**config.mk**
```make
export PLATFORM = sky130hd
export DESIGN_NAME = msm_batch_sched_flat
export DESIGN_NICKNAME = d
export VERILOG_FILES = /design/src/rtl/msm_batch_sched_if.sv /design/src/rtl/msm_batch_sched.sv /design/src/flat_wrapper.sv
export SDC_FILE = /design/constraint.sdc
export NUM_CORES = 1
export LEC_CHECK = 0
export BUFFER_PORTS_ARGS = -buffer_cell sky130_fd_sc_hd__buf_2
export CELL_PAD_IN_SITES_DETAIL_PLACEMENT = 0
export CELL_PAD_IN_SITES_GLOBAL_PLACEMENT = 2
export CORE_MARGIN = 4
export CORE_UTILIZATION = 35
export DETAILED_ROUTE_END_ITERATION = 6
export PLACE_DENSITY = 0.81
export SETUP_SLACK_MARGIN = 0.3
export SLEW_MARGIN = 20
export SYNTH_ARGS = -nofsm -noshare
export SYNTH_HDL_FRONTEND = slang
export SYNTH_SLANG_ARGS = --single-unit
```
**constraint.sdc**
```tcl
create_clock -name clk -period 3.08 [get_ports clk]
set_clock_uncertainty 0.2 [all_clocks]
set_input_delay 0.308 -clock clk [delete_from_list [all_inputs] [get_ports clk]]
set_output_delay 0.308 -clock clk [all_outputs]
set_load 0.01 [all_outputs]
```
**src/rtl/msm_batch_sched_if.sv**
```systemverilog
// Handshake bundle between the MSM batch scheduler and its host, DRAM loader,
// point-memory controller and bucket unit.
interface msm_batch_sched_if #(
   parameter int unsigned BATCH_W = 16,
   parameter int unsigned WIN_W   = 7
);
   logic               job_start;
   logic [BATCH_W-1:0] cfg_num_batch;
   logic               dram_load_req;
   logic               dram_load_ack;
   logic               load_done;
   logic               load_bank;
   logic               msm_start;
   logic               msm_done;
   logic               bank_sel;
   logic               win_done;
   logic [WIN_W-1:0]   win_idx;
   logic [BATCH_W-1:0] batch_idx;
   logic               job_busy;
   logic               job_done;
   logic               err;

   modport master (
      input  job_start, cfg_num_batch, dram_load_ack, load_done, win_done,
      output dram_load_req, load_bank, msm_start, msm_done, bank_sel,
             win_idx, batch_idx, job_busy, job_done, err
   );

   modport slave (
      output job_start, cfg_num_batch, dram_load_ack, load_done, win_done,
      input  dram_load_req, load_bank, msm_start, msm_done, bank_sel,
             win_idx, batch_idx, job_busy, job_done, err
   );
endinterface

```
**src/rtl/msm_batch_sched.sv**
```systemverilog
// MSM job sequencer: batches points, walks every scalar window per batch and
// ping-pongs two bank groups. MSM_BATCH_SCHED_PERF_EN adds stall/busy counters.
module msm_batch_sched #(
   parameter int unsigned P_NUM    = 16,
   parameter int unsigned WIDTH_ID = 2,
   parameter int unsigned NUM_WIN  = 256 / WIDTH_ID,
   parameter int unsigned BATCH_W  = 16
) (
   input  logic               clk,
   input  logic               rst_n,
   msm_batch_sched_if.master  bus
`ifdef MSM_BATCH_SCHED_PERF_EN
   ,
   output logic [31:0]        stall_cnt,
   output logic [31:0]        busy_cnt
`endif
);

   localparam int unsigned WIN_W = (NUM_WIN > 1) ? $clog2(NUM_WIN) : 1;

   if (NUM_WIN < 2 || P_NUM == 0 || WIDTH_ID == 0) begin : g_cfg_chk
      $error("msm_batch_sched: unsupported parameter set");
   end

   typedef enum logic [1:0] {L_IDLE, L_REQ, L_WAIT} l_state_e;
   typedef enum logic [1:0] {C_IDLE, C_WAITBANK, C_RUN, C_DONE} c_state_e;

   l_state_e           l_state;
   c_state_e           c_state;
   logic               req_q;
   logic               load_bank_q;
   logic [BATCH_W-1:0] loads_q;
   logic [BATCH_W-1:0] num_batch_q;
   logic [BATCH_W-1:0] batch_q;
   logic [WIN_W-1:0]   win_q;
   logic               bank_sel_q;
   logic               msm_start_q;
   logic               msm_done_q;
   logic               job_busy_q;
   logic               job_done_q;
   logic               err_q;
   logic [1:0]         bank_full_q;

   logic               start_c;
   logic               zero_job_c;
   logic               tgt_c;
   logic               load_set_c;
   logic               last_win_c;
   logic               run_clr_c;
   logic               bank_ready_c;
   logic               err_c;
   logic [1:0]         bank_full_c;

   // Shared decode; bank_ready_c bypasses a same-cycle load_done into compute
   always_comb begin
      start_c      = bus.job_start && (c_state == C_IDLE) && (bus.cfg_num_batch != '0);
      zero_job_c   = bus.job_start && (c_state == C_IDLE) && (bus.cfg_num_batch == '0);
      tgt_c        = ~bank_sel_q;
      load_set_c   = (l_state == L_WAIT) && bus.load_done;
      last_win_c   = (win_q == WIN_W'(NUM_WIN - 1));
      run_clr_c    = (c_state == C_RUN) && bus.win_done && last_win_c;
      bank_ready_c = bank_full_q[bank_sel_q] || (load_set_c && (load_bank_q == bank_sel_q));
      err_c        = (bus.job_start && job_busy_q)
                   || (bus.win_done && (c_state != C_RUN))
                   || (bus.load_done && (l_state != L_WAIT))
                   || (bus.dram_load_ack && (l_state != L_REQ))
                   || (run_clr_c && load_set_c && (load_bank_q == bank_sel_q));
   end

   // Bank occupancy: compute release is applied first so a colliding fill wins
   always_comb begin
      bank_full_c = bank_full_q;
      if (run_clr_c) begin
         bank_full_c[bank_sel_q] = 1'b0;
      end
      if (load_set_c) begin
         bank_full_c[load_bank_q] = 1'b1;
      end
   end

   always_ff @(posedge clk or negedge rst_n) begin
      if (!rst_n) begin
         bank_full_q <= '0;
         err_q       <= 1'b0;
      end else begin
         bank_full_q <= bank_full_c;
         if (err_c) begin
            err_q <= 1'b1;
         end
      end
   end

   // Load FSM: one outstanding DRAM batch load at a time
   always_ff @(posedge clk or negedge rst_n) begin
      if (!rst_n) begin
         l_state     <= L_IDLE;
         req_q       <= 1'b0;
         load_bank_q <= 1'b0;
         loads_q     <= '0;
      end else begin
         case (l_state)
            L_IDLE: begin
               if (start_c) begin
                  l_state     <= L_REQ;
                  req_q       <= 1'b1;
                  load_bank_q <= 1'b0;
                  loads_q     <= '0;
               end else if (job_busy_q && (loads_q < num_batch_q) && !bank_full_q[tgt_c]) begin
                  l_state     <= L_REQ;
                  req_q       <= 1'b1;
                  load_bank_q <= tgt_c;
               end
            end
            L_REQ: begin
               if (bus.dram_load_ack) begin
                  l_state <= L_WAIT;
                  req_q   <= 1'b0;
               end
            end
            L_WAIT: begin
               if (bus.load_done) begin
                  l_state <= L_IDLE;
                  loads_q <= loads_q + BATCH_W'(1);
               end
            end
            default: begin
               l_state <= L_IDLE;
               req_q   <= 1'b0;
            end
         endcase
      end
   end

   // Compute FSM: batch/window sequencing toward the memory controller
   always_ff @(posedge clk or negedge rst_n) begin
      if (!rst_n) begin
         c_state     <= C_IDLE;
         num_batch_q <= '0;
         batch_q     <= '0;
         win_q       <= '0;
         bank_sel_q  <= 1'b0;
         msm_start_q <= 1'b0;
         msm_done_q  <= 1'b0;
         job_busy_q  <= 1'b0;
         job_done_q  <= 1'b0;
      end else begin
         msm_start_q <= 1'b0;
         msm_done_q  <= 1'b0;
         job_done_q  <= 1'b0;
         case (c_state)
            C_IDLE: begin
               if (start_c) begin
                  c_state     <= C_WAITBANK;
                  num_batch_q <= bus.cfg_num_batch;
                  batch_q     <= '0;
                  win_q       <= '0;
                  bank_sel_q  <= 1'b0;
                  job_busy_q  <= 1'b1;
               end else if (zero_job_c) begin
                  c_state    <= C_DONE;
                  job_done_q <= 1'b1;
               end
            end
            C_WAITBANK: begin
               if (bank_ready_c) begin
                  c_state     <= C_RUN;
                  msm_start_q <= 1'b1;
                  win_q       <= '0;
               end
            end
            C_RUN: begin
               if (bus.win_done) begin
                  if (!last_win_c) begin
                     msm_done_q <= 1'b1;
                     win_q      <= win_q + WIN_W'(1);
                  end else begin
                     bank_sel_q <= ~bank_sel_q;
                     batch_q    <= batch_q + BATCH_W'(1);
                     win_q      <= '0;
                     if ((batch_q + BATCH_W'(1)) == num_batch_q) begin
                        c_state    <= C_DONE;
                        job_done_q <= 1'b1;
                        job_busy_q <= 1'b0;
                     end else begin
                        c_state <= C_WAITBANK;
                     end
                  end
               end
            end
            C_DONE: begin
               c_state <= C_IDLE;
            end
            default: begin
               c_state <= C_IDLE;
            end
         endcase
      end
   end

`ifdef MSM_BATCH_SCHED_PERF_EN
   // Saturating performance counters, cleared by an accepted job_start
   always_ff @(posedge clk or negedge rst_n) begin
      if (!rst_n) begin
         stall_cnt <= '0;
         busy_cnt  <= '0;
      end else if (bus.job_start && (c_state == C_IDLE)) begin
         stall_cnt <= '0;
         busy_cnt  <= '0;
      end else begin
         if ((c_state == C_WAITBANK) && (stall_cnt != '1)) begin
            stall_cnt <= stall_cnt + 32'(1);
         end
         if (job_busy_q && (busy_cnt != '1)) begin
            busy_cnt <= busy_cnt + 32'(1);
         end
      end
   end
`endif

   assign bus.dram_load_req = req_q;
   assign bus.load_bank     = load_bank_q;
   assign bus.msm_start     = msm_start_q;
   assign bus.msm_done      = msm_done_q;
   assign bus.bank_sel      = bank_sel_q;
   assign bus.win_idx       = win_q;
   assign bus.batch_idx     = batch_q;
   assign bus.job_busy      = job_busy_q;
   assign bus.job_done      = job_done_q;
   assign bus.err           = err_q;

endmodule

```
**src/flat_wrapper.sv**
```systemverilog
// flat-port wrapper written by rule: the top's interface ports become plain ports
module msm_batch_sched_flat 
#(
   parameter int unsigned P_NUM    = 16,
   parameter int unsigned WIDTH_ID = 2,
   parameter int unsigned NUM_WIN  = 256 / WIDTH_ID,
   parameter int unsigned BATCH_W  = 16
)
  (clk, rst_n, bus_job_start, bus_cfg_num_batch, bus_dram_load_ack, bus_load_done, bus_win_done, bus_dram_load_req, bus_load_bank, bus_msm_start, bus_msm_done, bus_bank_sel, bus_win_idx, bus_batch_idx, bus_job_busy, bus_job_done, bus_err);
  msm_batch_sched_if #(.BATCH_W(BATCH_W), .WIN_W((7))) bus_i ();
  input  logic clk;
  input  logic rst_n;
  input wire logic [$bits(bus_i.job_start)-1:0] bus_job_start;
  input wire logic [$bits(bus_i.cfg_num_batch)-1:0] bus_cfg_num_batch;
  input wire logic [$bits(bus_i.dram_load_ack)-1:0] bus_dram_load_ack;
  input wire logic [$bits(bus_i.load_done)-1:0] bus_load_done;
  input wire logic [$bits(bus_i.win_done)-1:0] bus_win_done;
  output wire logic [$bits(bus_i.dram_load_req)-1:0] bus_dram_load_req;
  output wire logic [$bits(bus_i.load_bank)-1:0] bus_load_bank;
  output wire logic [$bits(bus_i.msm_start)-1:0] bus_msm_start;
  output wire logic [$bits(bus_i.msm_done)-1:0] bus_msm_done;
  output wire logic [$bits(bus_i.bank_sel)-1:0] bus_bank_sel;
  output wire logic [$bits(bus_i.win_idx)-1:0] bus_win_idx;
  output wire logic [$bits(bus_i.batch_idx)-1:0] bus_batch_idx;
  output wire logic [$bits(bus_i.job_busy)-1:0] bus_job_busy;
  output wire logic [$bits(bus_i.job_done)-1:0] bus_job_done;
  output wire logic [$bits(bus_i.err)-1:0] bus_err;
  assign bus_i.job_start = bus_job_start;
  assign bus_i.cfg_num_batch = bus_cfg_num_batch;
  assign bus_i.dram_load_ack = bus_dram_load_ack;
  assign bus_i.load_done = bus_load_done;
  assign bus_i.win_done = bus_win_done;
  assign bus_dram_load_req = bus_i.dram_load_req;
  assign bus_load_bank = bus_i.load_bank;
  assign bus_msm_start = bus_i.msm_start;
  assign bus_msm_done = bus_i.msm_done;
  assign bus_bank_sel = bus_i.bank_sel;
  assign bus_win_idx = bus_i.win_idx;
  assign bus_batch_idx = bus_i.batch_idx;
  assign bus_job_busy = bus_i.job_busy;
  assign bus_job_done = bus_i.job_done;
  assign bus_err = bus_i.err;
  msm_batch_sched #(.P_NUM(P_NUM), .WIDTH_ID(WIDTH_ID), .NUM_WIN(NUM_WIN), .BATCH_W(BATCH_W)) u_core (.clk(clk), .rst_n(rst_n), .bus(bus_i));
endmodule
```
Word level (Yosys, flattened, before mapping)
Index checks and enable logic that the tools add are counted.
Widths: inputs -> output; s select.

cells by class
  $add $sub $neg = 3
  magnitude comparators = 6
  equality and inequality tests = 21
  multiplexer cells = 59
  bitwise operators = 5
  reductions and logical operators = 40

operators with widths
  cell                   count
  $mux 16                4
  $pmux 16 s2            2
  $add 16x1->16 const B  2
  $mux 1                 28
  $mux 7                 4
  $mux 2                 12
  $pmux 7 s3             1
  $logic_and 1x1->1      17
  $eq 16x16->1           1
  $logic_not 16->1       1
  $lt 16x16->1           1
  $reduce_bool 16->1     1
  $ne 2x2->1 const B     6
  $reduce_and 4->1       3
  $ne 2x1->1 const B     5
  $reduce_and 3->1       3
  $pmux 2 s4             1
  $add 7x1->7 const B    1
  $eq 7x7->1 const B     1
  $eq 2x2->1 const B     3
  $lt 1x2->1 const B     3
  $ne 3x1->1 const B     2
  $pmux 1 s2             3
  $pmux 2 s3             1
  other kinds (16)       28

word-level totals
  register bits after elaboration = 69
  output and inout port bits = 31

Longest topological paths before layout
Gate-level depths: netlist (run 1).

  word-level depth = 9
  gate-level depth with buffers = 9

Least setup slack after synthesis (run 1)
Ideal clock, no wire load.

  kind = register to register
  start = register u_core.batch_q[0], in the netlist u_core.bus.batch_idx[0]
  end = register u_core.job_busy_q, in the netlist u_core.bus.job_busy
  library setup time = 0.126 ns
  arrival time = 2.074 ns
  required time = 2.754 ns
  slack = 0.680 ns
  stages on the path, launching flop included = 9
  path buffers = 0
  period minus slack after synthesis = 2.400 ns
  cells stage by stage = dfrtp_1 -> ha_1 -> nand3_1 -> nor2_1 -> nand2_1 -> nor2_1 -> mux2i_1 -> nand4_1 -> o32a_1

between the ends
  longest elaborated chain between the ends = 4

ends and longest elaborated chain
  element                            RTL line                source
  start, declared                    msm_batch_sched.sv:34   logic [BATCH_W-1:0] batch_q;
  start signal, assigned             msm_batch_sched.sv:178  batch_q <= batch_q + BATCH_W'(1);
  $add 16x1->16                      msm_batch_sched.sv:180  if ((batch_q + BATCH_W'(1)) == num_batch_q) begin
  $eq 16x16->1                       msm_batch_sched.sv:180
  $ne 2x2->1 (no source line)        n/a
  $reduce_and 5->1 (no source line)  n/a
  end signal, assigned               msm_batch_sched.sv:144  job_busy_q <= 1'b0;
  end signal, assigned               msm_batch_sched.sv:158  job_busy_q <= 1'b1;
  end signal, assigned               msm_batch_sched.sv:183  job_busy_q <= 1'b0;
  end, declared                      msm_batch_sched.sv:39   logic job_busy_q;

Every way passes these cells.
A chain may end at the register's enable or synchronous reset.

Worst setup path after layout (run 1)
Same ends and word-level chain as after synthesis.

==> qor.yml, run 1 <==
status: "complete, no violations"
hp-start: "bus_cfg_num_batch[11]"
relSlewSlack_pct: 37.84
clkPwrFrac_pct: 29.0
synth_flop_cell: "dfrtp_1"
clk_pin_slew_ns: 0.06
max_stage_delay_ns: 0.45
clock-root-buffer: "clkbuf_16"
vias: 3489
synthTopCellsByArea: "dfrtp_1 (43%), o21ai_0 (7.9%), ha_1 (5.6%), xnor2_1 (5.4%), nand2_1 (4.7%)"
cts_tree: "yes"
r2r_start: "u_core.bus.batch_idx[0]"
setup_viol: 0
layout.nets: 550
syn_area_mm2: 0.004033
die-height_um: 115.3
start_util_pct: 36.40
yosys_register_bits: 69
drive_above_1_share_pct: 17.09
hold_viol: 0
holdWs_ns: 0.02065
antennaDiodeCount: 0
port-buffer-count: 52
synth_largest_area_cell: "dfrtp_1"
cts.sinks: 69
p_sw_uw: 1247
final_cell_mix: "dfrtp_1 (69), o21ai_0 (64), buf_2 (52), nand2_1 (51), nor2_1 (32)"
dieArea_mm2: 0.01330
dpl.hpwl_um: 7675
final_area_mm2: 0.004766
r2r_slack_ns: 0.48
layout_commonest_cell: "dfrtp_1"
worst_slew_pin_slew_ns: 0.9290
seqPwrFrac_pct: 39.0
num-fill-cells: 1099
place.gp.congestion: 0.7704
p_leak_uw: 0.002148
drt_drc_violations_left: 0
endpoint_kind: "flop"
hold_class: "in2reg"
hold_end: "u_core.num_batch_q[11]"
avgViaCountPerCell: 5.327
synthDistinctLibCells: 57
max_cap_viol_count: 0
rsz0062_at_grt: "yes"
syn_inst: 456
slowest_stage: "dfrtp_1"
rr_worst_depth: 8
clk_path_buf_depth: 2
syn2layout_area_growth_pct: 18.18
r2r_end: "u_core.bus.job_busy"
numCtsBuffers: 9
first_iter_violations: 248
final_antenna_net_count: 0
cts_setup_buffers: 0
synth_edf_count: 0
grtUsageTotal_pct: 16.70
cpMostUsedCell: "nor2_2"
overflow: 0
cp.arrival_ns: 2.62
yosys_warnings: 0
first_global_vias: 3306
crit_fanout: 7
first_pass_iters: 5
crit_type: "reg2reg"
p_int_uw: 2144
sw_frac_of_total_pct: 36.77
fmax_ghz: 0.3839
hold_depth: 3
post-route-period-util_pct: 84.57
die_w_um: 115.3
peakVddDrop_mv: 0.3534
coreArea_mm2: 0.01108
placed_cell_area_mm2: 0.004405
maxSlewViolCount: 0
io_pins: 53
crit_chain: "ha_1, nand3_1, nor2_2, nand2_1, nor2_2, mux2i_1, nand4_1, o32a_1"
critical_path.startpoint_type: "flop"
synth_top_area_share_pct: 42.82
synth_seq_area_share_pct: 42.82
async_reset_ff_share_pct: 100.0
drt_wl_total_um: 10540
avgSynthCellArea_um2: 8.843
h-tree-depth: 3
insertion_delay_ns: 0.33
power_density_mw_per_mm2: 711.5
timing.setup.tns_ns: 0
rows: 38
syn-num-nets: 496
combPwrFrac_pct: 32.0
routedWlPerCell_um: 16.09
grt_max_degree: 38
antenna_found_initial: 0
required_ns: 3.09
min_period_ns: 2.605
grt_pass1_wl_um: 17460
==> through the flow <==
step           power (uW)  setup slack, ns  instances  util, %
2_1_floorplan        2098           0.6804        456        -
6_report             3391           0.4753        655    43.02
5_1_grt              3666           0.2368        655    43.02
3_5_place_dp         2407           0.3248        633    39.77
4_1_cts              3408           0.3191        654    42.74
3_3_place_gp         2392           0.4919        633    39.77
==> flip-flops by register name, indices dropped and copies added, names as in the netlist, 2 cells and up <==
name and flops:
u_core.l_state 2, u_core.bank_full_q 2, u_core.c_state 2, u_core.num_batch_q 16, u_core.loads_q 16, u_core.bus.batch_idx 16
u_core.bus.win_idx 7
==> power by group through the flow <==
stage / clock network, uW / logic, uW / registers [uW]
2_1_floorplan: 0 / 820 / 1280
3_3_place_gp: 0 / 1060 / 1330
3_5_place_dp: 0 / 1070 / 1340
4_1_cts: 1000 / 1080 / 1320
5_1_grt: 1060 / 1250 / 1360
6_report: 985 / 1090 / 1320
==> what timing repair did <==
item                                   4_1_cts  5_1_grt
endpoints found under the hold margin       36        0
setup endpoints to repair                    0       23
gates resized for setup                      0        7
hold buffers                                 5        0
==> critical path: cells and delay by family (launching register included) <==
kind | cells | cell delay (ns)
compound gates | 1 | 0.38
flops | 1 | 0.45
simple gates | 5 | 0.96
fa+ha+maj | 1 | 0.28
mux | 1 | 0.22
==> final cells by class <==
cell class,instances,area [um2],share of cell area [%]
Clock buffer,12,256.5,5.382
Sequential cell,69,1727,36.23
Timing Repair Buffer,60,345.3,7.246
Clock inverter,4,22.52,0.4726
Multi-Input combinational cell,340,2120,44.47
Timing Repair inverter,1,7.507,0.1575
Tap cell,140,175.2,3.676
Inverter,29,112.6,2.363
==> cells in the mapped netlist, types with 3 or more instances <==
| master | count |
|---|---|
| dfrtp_1 | 69 |
| o21ai_0 | 64 |
| nand2_1 | 51 |
| nor2_1 | 35 |
| inv_1 | 28 |
| xnor2_1 | 25 |
| ha_1 | 18 |
| nand3_1 | 18 |
| a21oi_1 | 16 |
| nand4_1 | 13 |
| clkbuf_1 | 10 |
| o31ai_1 | 9 |
| or3_1 | 8 |
| xor2_1 | 8 |
| and3_1 | 7 |
| nor4_1 | 7 |
| a31oi_1 | 5 |
| nand2b_1 | 4 |
| nor2b_1 | 4 |
| nor3_1 | 4 |
| o211ai_1 | 4 |
| a21o_1 | 3 |
| and2_1 | 3 |
==> cell families (layout without fill, tap and decap cells) <==
logic type	after synthesis	count (layout)	synth area share [%]
and+or+nand+nor	165	165	20.45
AOI/OAI and AO/OA	121	121	18.06
muxes	3	3	0.8067
buffers and inverters	47	106	5.119
adders and majority gates	18	18	5.585
xor gates and xnor gates	33	33	7.167
DFF	69	69	42.82
==> worst max path at each step <==
stage	endpoint	cells past startpoint	from	slack [ns]
after global placement	u_core.bus.job_busy	8	u_core.bus.batch_idx[0]	0.49
after global routing	u_core.bus.job_busy	8	u_core.bus.batch_idx[0]	0.24
after detailed placement	u_core.bus.job_busy	8	u_core.bus.batch_idx[0]	0.32
after floorplan	u_core.bus.job_busy	8	u_core.bus.batch_idx[0]	0.68
final	u_core.bus.job_busy	8	u_core.bus.batch_idx[0]	0.48
after CTS	u_core.bus.job_busy	8	u_core.bus.batch_idx[0]	0.32
==> per-layer routing <==
layer	global-route usage (%)	part of all wire (%)
met1	24.80	50
met2	24.77	45
met3	2.684	3.7
met4	5.399	1.1
met5	0	0
Note: power is estimated with default switching activity, not from simulation.
==> run 2, diff against run 1 <==
Settings changed: ABC_AREA set to 1, CORE_UTILIZATION 35 to 33.
Clock period 3.08 ns to 2.4 ns, I/O delays scaled along.
==> qor.yml, run 2 <==
r2r_start: "u_core.bus.batch_idx[5]"
synth_common_cells: "nand2_1 (145), inv_1 (96), dfrtp_1 (69), nand3_1 (58), o21ai_0 (44)"
setup_viol: 0
antenna_found_initial: 0
rr_worst_depth: 9
fmax_ghz: 0.4569
hold_class: "in2reg"
start_util_pct: 33.87
cts_tree: "yes"
drive_above_1_share_pct: 32.74
rsz0062_at_grt: "yes"
endpoint_kind: "flop"
p_leak_uw: 0.003019
synth_edf_count: 0
hold_viol: 0
clock-root-buffer: "clkbuf_16"
dp_slack_ns: 0.05061
syn-num-nets: 633
r2r_end: "u_core.c_state[1]"
critical_path.startpoint_type: "flop"
yosys_register_bits: 69
first_pass_iters: 5
syn_area_mm2: 0.004292
vias: 4463
seqPwrFrac_pct: 30.7
peakVddDrop_mv: 0.6071
yosysMostFrequentCell: "nand2_1"
first_iter_violations: 286
clk_pin_slew_ns: 0.06
synth_top_area_share_pct: 40.23
port-buffer-count: 52
rows: 41
die-height_um: 122.0
layout_commonest_cell: "nand2_1"
h-tree-depth: 3
syn2layout_area_growth_pct: 44.37
fin_ws_ns: 0.2113
avgSynthCellArea_um2: 7.237
overflow: 0
sw_frac_of_total_pct: 39.97
coreArea_mm2: 0.01267
post-route-period-util_pct: 91.20
synth_flop_cell: "dfrtp_1"
numCtsBuffers: 9
min_period_ns: 2.189
die_w_um: 122.0
endpoint: "u_core.c_state[1]"
avgViaCountPerCell: 4.948
crit_fanout: 8
p_sw_uw: 2226
r2r_slack_ns: 0.21
clkPwrFrac_pct: 23.0
final_cell_mix: "nand2_1 (114), inv_1 (87), dfrtp_1 (66), buf_2 (53), buf_4 (50)"
antennaDiodeCount: 0
status: "complete, no violations"
final_antenna_net_count: 0
maxSlewViolCount: 0
dieArea_mm2: 0.01489
clk_path_buf_depth: 2
crit_type: "reg2reg"
worst_slew_pin_slew_ns: 0.4228
async_reset_ff_share_pct: 100.0
layout.nets: 766
num-fill-cells: 1286
drt_wl_total_um: 13650
insertion_delay_ns: 0.35
cp-startpoint: "u_core.bus.batch_idx[5]"
dpl.hpwl_um: 9542
timing.setup.tns_ns: 0
relSlewSlack_pct: 71.81
drt_drc_violations_left: 0
grt_max_degree: 70
synthTopCellsByArea: "dfrtp_1 (40%), nand2_1 (13%), inv_1 (8.4%), nand3_1 (6.8%), ha_1 (5.2%)"
grtUsageTotal_pct: 18.32
required_ns: 2.47
routedWlPerCell_um: 15.13
syn_inst: 593
cp.arrival_ns: 2.26
power_density_mw_per_mm2: 898.9
max_cap_viol_count: 0
synth_largest_area_cell: "dfrtp_1"
io_pins: 53
cts.sinks: 69
grt_pass1_wl_um: 21030
combPwrFrac_pct: 46.4
yosys_warnings: 0
first_global_vias: 4154
place.gp.congestion: 0.8398
holdWs_ns: 0.01980
synth_seq_area_share_pct: 40.23
synthDistinctLibCells: 38
p_int_uw: 3343
==> run 2: changes by cell type after synthesis, sizes merged, moves of 6 or more <==
cell    before  now
and3         7    1
nand2       52  151
nor3         4   18
nor4         7    1
or3          8    0
inv         29   97
nor2        36   45
o21ai       64   47
clkbuf      13    4
o22ai        2   16
nand3       18   59
xnor2       25    0
==> run 2: power by group through the flow <==
stage / Sequential (uW) / Combinational, uW / Clock, uW
5_1_grt: 1740 / 2890 / 1360
3_3_place_gp: 1710 / 1780 / 0
2_1_floorplan: 1660 / 1190 / 0
6_report: 1710 / 2580 / 1280
4_1_cts: 1690 / 1910 / 1310
3_5_place_dp: 1710 / 1810 / 0
==> run 2: worst min path at each step <==
stage                                    to  depth (start not counted)                  start
floorplan             u_core.bank_full_q[0]                          0                  rst_n
global placement    u_core.bus.batch_idx[7]                          2                  rst_n
detailed placement  u_core.bus.batch_idx[7]                          2                  rst_n
CTS                  u_core.num_batch_q[13]                          3  bus_cfg_num_batch[13]
global route         u_core.num_batch_q[13]                          3  bus_cfg_num_batch[13]
finish               u_core.num_batch_q[13]                          3  bus_cfg_num_batch[13]
==> run 2: what timing repair did <==
item	in CTS	in global routing
setup endpoints to repair	19	44
setup buffers	16	35
gates resized for setup	21	118
pin swaps	16	45
hold buffers	16	0
gates cloned	0	1
endpoints found under the hold margin	85	0
==> run 2: layout make-up <==
| class | instances | area, um2 | area share, % |
|---|---|---|---|
| Clock buffer | 14 | 274.0 | 4.422 |
| Tap cell | 172 | 215.2 | 3.473 |
| Clock inverter | 1 | 5.005 | 0.08078 |
| Sequential cell | 69 | 1730 | 27.93 |
| Inverter | 98 | 370.4 | 5.977 |
| Multi-Input combinational cell | 417 | 2616 | 42.23 |
| Timing Repair Buffer | 131 | 984.7 | 15.89 |
==> run 2: critical path, cell delays in order, from the launching register on <==
cell and delay (ns):
dfrtp_2 0.50, nand2_2 0.14, nor2_1 0.22, nand2_4 0.11, buf_12 0.14, o21ai_4 0.14
nand3_2 0.15, a21oi_4 0.18, nand4_1 0.19, a21oi_2 0.16
==> run 2: per-layer routing <==
layer / global-route usage, % / share of wire [%]
met1: 25.17 / 46
met2: 28.87 / 47
met3: 3.853 / 4.9
met4: 5.882 / 1.8
met5: 0 / 0
==> run 2: cells by family (layout without fill, tap and decap cells) <==
logic type | Yosys count | in the layout | share of synthesized area, %
flip-flops | 69 | 69 | 40.23
multiplexers | 2 | 2 | 0.4665
XOR/XNOR | 4 | 4 | 0.8162
AO/OA/AOI/OAI | 93 | 93 | 12.07
buffers and inverters | 107 | 244 | 9.533
AND/OR/NAND/NOR | 300 | 300 | 31.63
adder cells (fa/ha/maj) | 18 | 18 | 5.248
==> run 2: stage by stage <==
stage,total power (uW),cell area [um2],util [%],instances
final,5569,6196,48.90,902
after global routing,5997,6196,48.90,902
after CTS,4912,5454,43.04,866
after detailed placement,3512,4833,38.15,819
after global placement,3488,4833,38.15,819
after floorplan,2846,4292,-,593
==> run 3, diff against run 2 <==
Settings changed: CORE_MARGIN 4 to 2, TNS_END_PERCENT set to 10.
==> qor.yml, run 3 (synthesis gave the netlist of run 2 again) <==
place.gp.congestion: 0.8335
post-route-period-util_pct: 87.11
clk_pin_slew_ns: 0.06
register_area_mm2: 0.001732
fin_ws_ns: 0.3093
final_antenna_net_count: 0
critical_path.startpoint_type: "flop"
status: "complete, no violations"
placed_cell_area_mm2: 0.004843
crit_chain: "buf_6, inv_1, nor2_4, nand3_1, nand3_1, nand3_1, nor2_2, nand3_2, nor2_4, nand4_1, a21oi_2"
p_int_uw: 2982
p_leak_uw: 0.002764
die-height_um: 118.0
routedWlPerCell_um: 14.66
overflow: 0
rows: 41
power_density_mw_per_mm2: 895.0
rsz0062_at_grt: "yes"
setup_viol: 0
io_pins: 53
vias: 4199
cts.sinks: 69
drive_above_1_share_pct: 23.49
first_pass_iters: 5
cp_top_family: "simple AND/OR/NAND/NOR gates"
numCtsBuffers: 9
dieArea_mm2: 0.01393
crit_buf_inv: 2
cts_tree: "yes"
clkPwrFrac_pct: 25.5
syn2layout_area_growth_pct: 30.55
crit_type: "reg2reg"
combPwrFrac_pct: 40.6
hold_class: "in2reg"
cpMostUsedCell: "nand3_1"
slowest_stage: "dfrtp_2"
top_usage_layer: "met2"
start_util_pct: 33.87
max_stage_delay_ns: 0.41
antennaDiodeCount: 0
cp.arrival_ns: 2.16
p_sw_uw: 2033
first_iter_violations: 158
final_area_mm2: 0.005603
sw_frac_of_total_pct: 40.53
drt_wl_total_um: 12690
relSlewSlack_pct: 73.95
crit_fanout: 6
met2_usage_pct: 29.58
hold_viol: 0
avgViaCountPerCell: 4.849
dpl.hpwl_um: 9404
h-tree-depth: 3
min_period_ns: 2.091
seqPwrFrac_pct: 33.9
num-fill-cells: 1336
die_w_um: 118.0
worst_slew_pin_slew_ns: 0.3907
clk_path_buf_depth: 2
layout.nets: 730
grt.met1_usage_pct: 26.48
grt_pass1_wl_um: 20850
layout_commonest_cell: "nand2_1"
dp_slack_ns: 0.04583
multiInputGateArea_mm2: 0.002362
coreArea_mm2: 0.01267
antenna_found_initial: 0
peakVddDrop_mv: 0.5085
max_cap_viol_count: 0
maxSlewViolCount: 0
clock-root-buffer: "clkbuf_16"
endpoint_kind: "flop"
insertion_delay_ns: 0.34
grtUsageTotal_pct: 18.97
use_met3_pct: 2.955
first_global_vias: 4115
fmax_ghz: 0.4783
final_cell_mix: "nand2_1 (126), inv_1 (94), dfrtp_1 (65), nand3_1 (52), buf_2 (52)"
grt_max_degree: 70
port-buffer-count: 52
drt_drc_violations_left: 0
required_ns: 2.47
timing.setup.tns_ns: 0
r2r_slack_ns: 0.31
-- run 3: power groups by stage --
stage	Combinational, uW	Sequential (uW)	Clock (uW)
5_1_grt	2330	1740	1370
6_report	2040	1700	1280
3_5_place_dp	1780	1710	0
4_1_cts	1860	1690	1320
2_1_floorplan	1190	1660	0
3_3_place_gp	1770	1700	0
-- run 3: cell type report --
type | instances | share of cell area, %
clock buffer | 14 | 4.891
clock inverter | 1 | 0.08933
inverter | 98 | 6.632
multi-input combinational | 417 | 42.16
sequential | 69 | 30.91
tap | 172 | 3.841
timing repair buffer | 95 | 11.48
-- run 3: per-layer routing --
metal  vias up  wire (um)
met3        12        389
met4         0        187
met1      1951       6417
met2        77       5698
met5         -          0
li1       2159          -
-- run 3: per-stage QoR --
step | std cells | hold WS, ns | power, uW | utilization (%)
after floorplan | 593 | -0.2556 | 2846 | -
after global placement | 822 | 0.1040 | 3470 | 38.22
after detailed placement | 822 | 0.1028 | 3490 | 38.22
after CTS | 858 | 0.001181 | 4865 | 42.46
after global routing | 866 | 0.03458 | 5447 | 44.22
final | 866 | 0.009166 | 5015 | 44.22
-- run 3: final timing paths --
path                                           from  depth (start not counted)                       end
max                         u_core.bus.batch_idx[0]                         11         u_core.c_state[1]
min in group asynchronous                     rst_n                          3   u_core.bus.batch_idx[7]
max in group asynchronous                     rst_n                          3         u_core.c_state[1]
min reg2reg                u_core.bus.dram_load_req                          2  u_core.bus.dram_load_req
max reg2reg                 u_core.bus.batch_idx[0]                         11         u_core.c_state[1]
min                            bus_cfg_num_batch[7]                          3     u_core.num_batch_q[7]
-- run 3: repair_timing --
| item | in CTS | in global routing |
|---|---|---|
| buffers inserted | 8 | 8 |
| hold buffers | 13 | 0 |
| pin swaps | 13 | 24 |
| setup endpoints to repair | 18 | 45 |
| hold endpoints to repair | 82 | 0 |
| resized for setup | 21 | 50 |
-- run 3: tightest hold or removal path: cells and delay by family --
kind,cells,cell delay (ns)
buffers and inverters,2,0.12
AOI/OAI and AO/OA,1,0.14
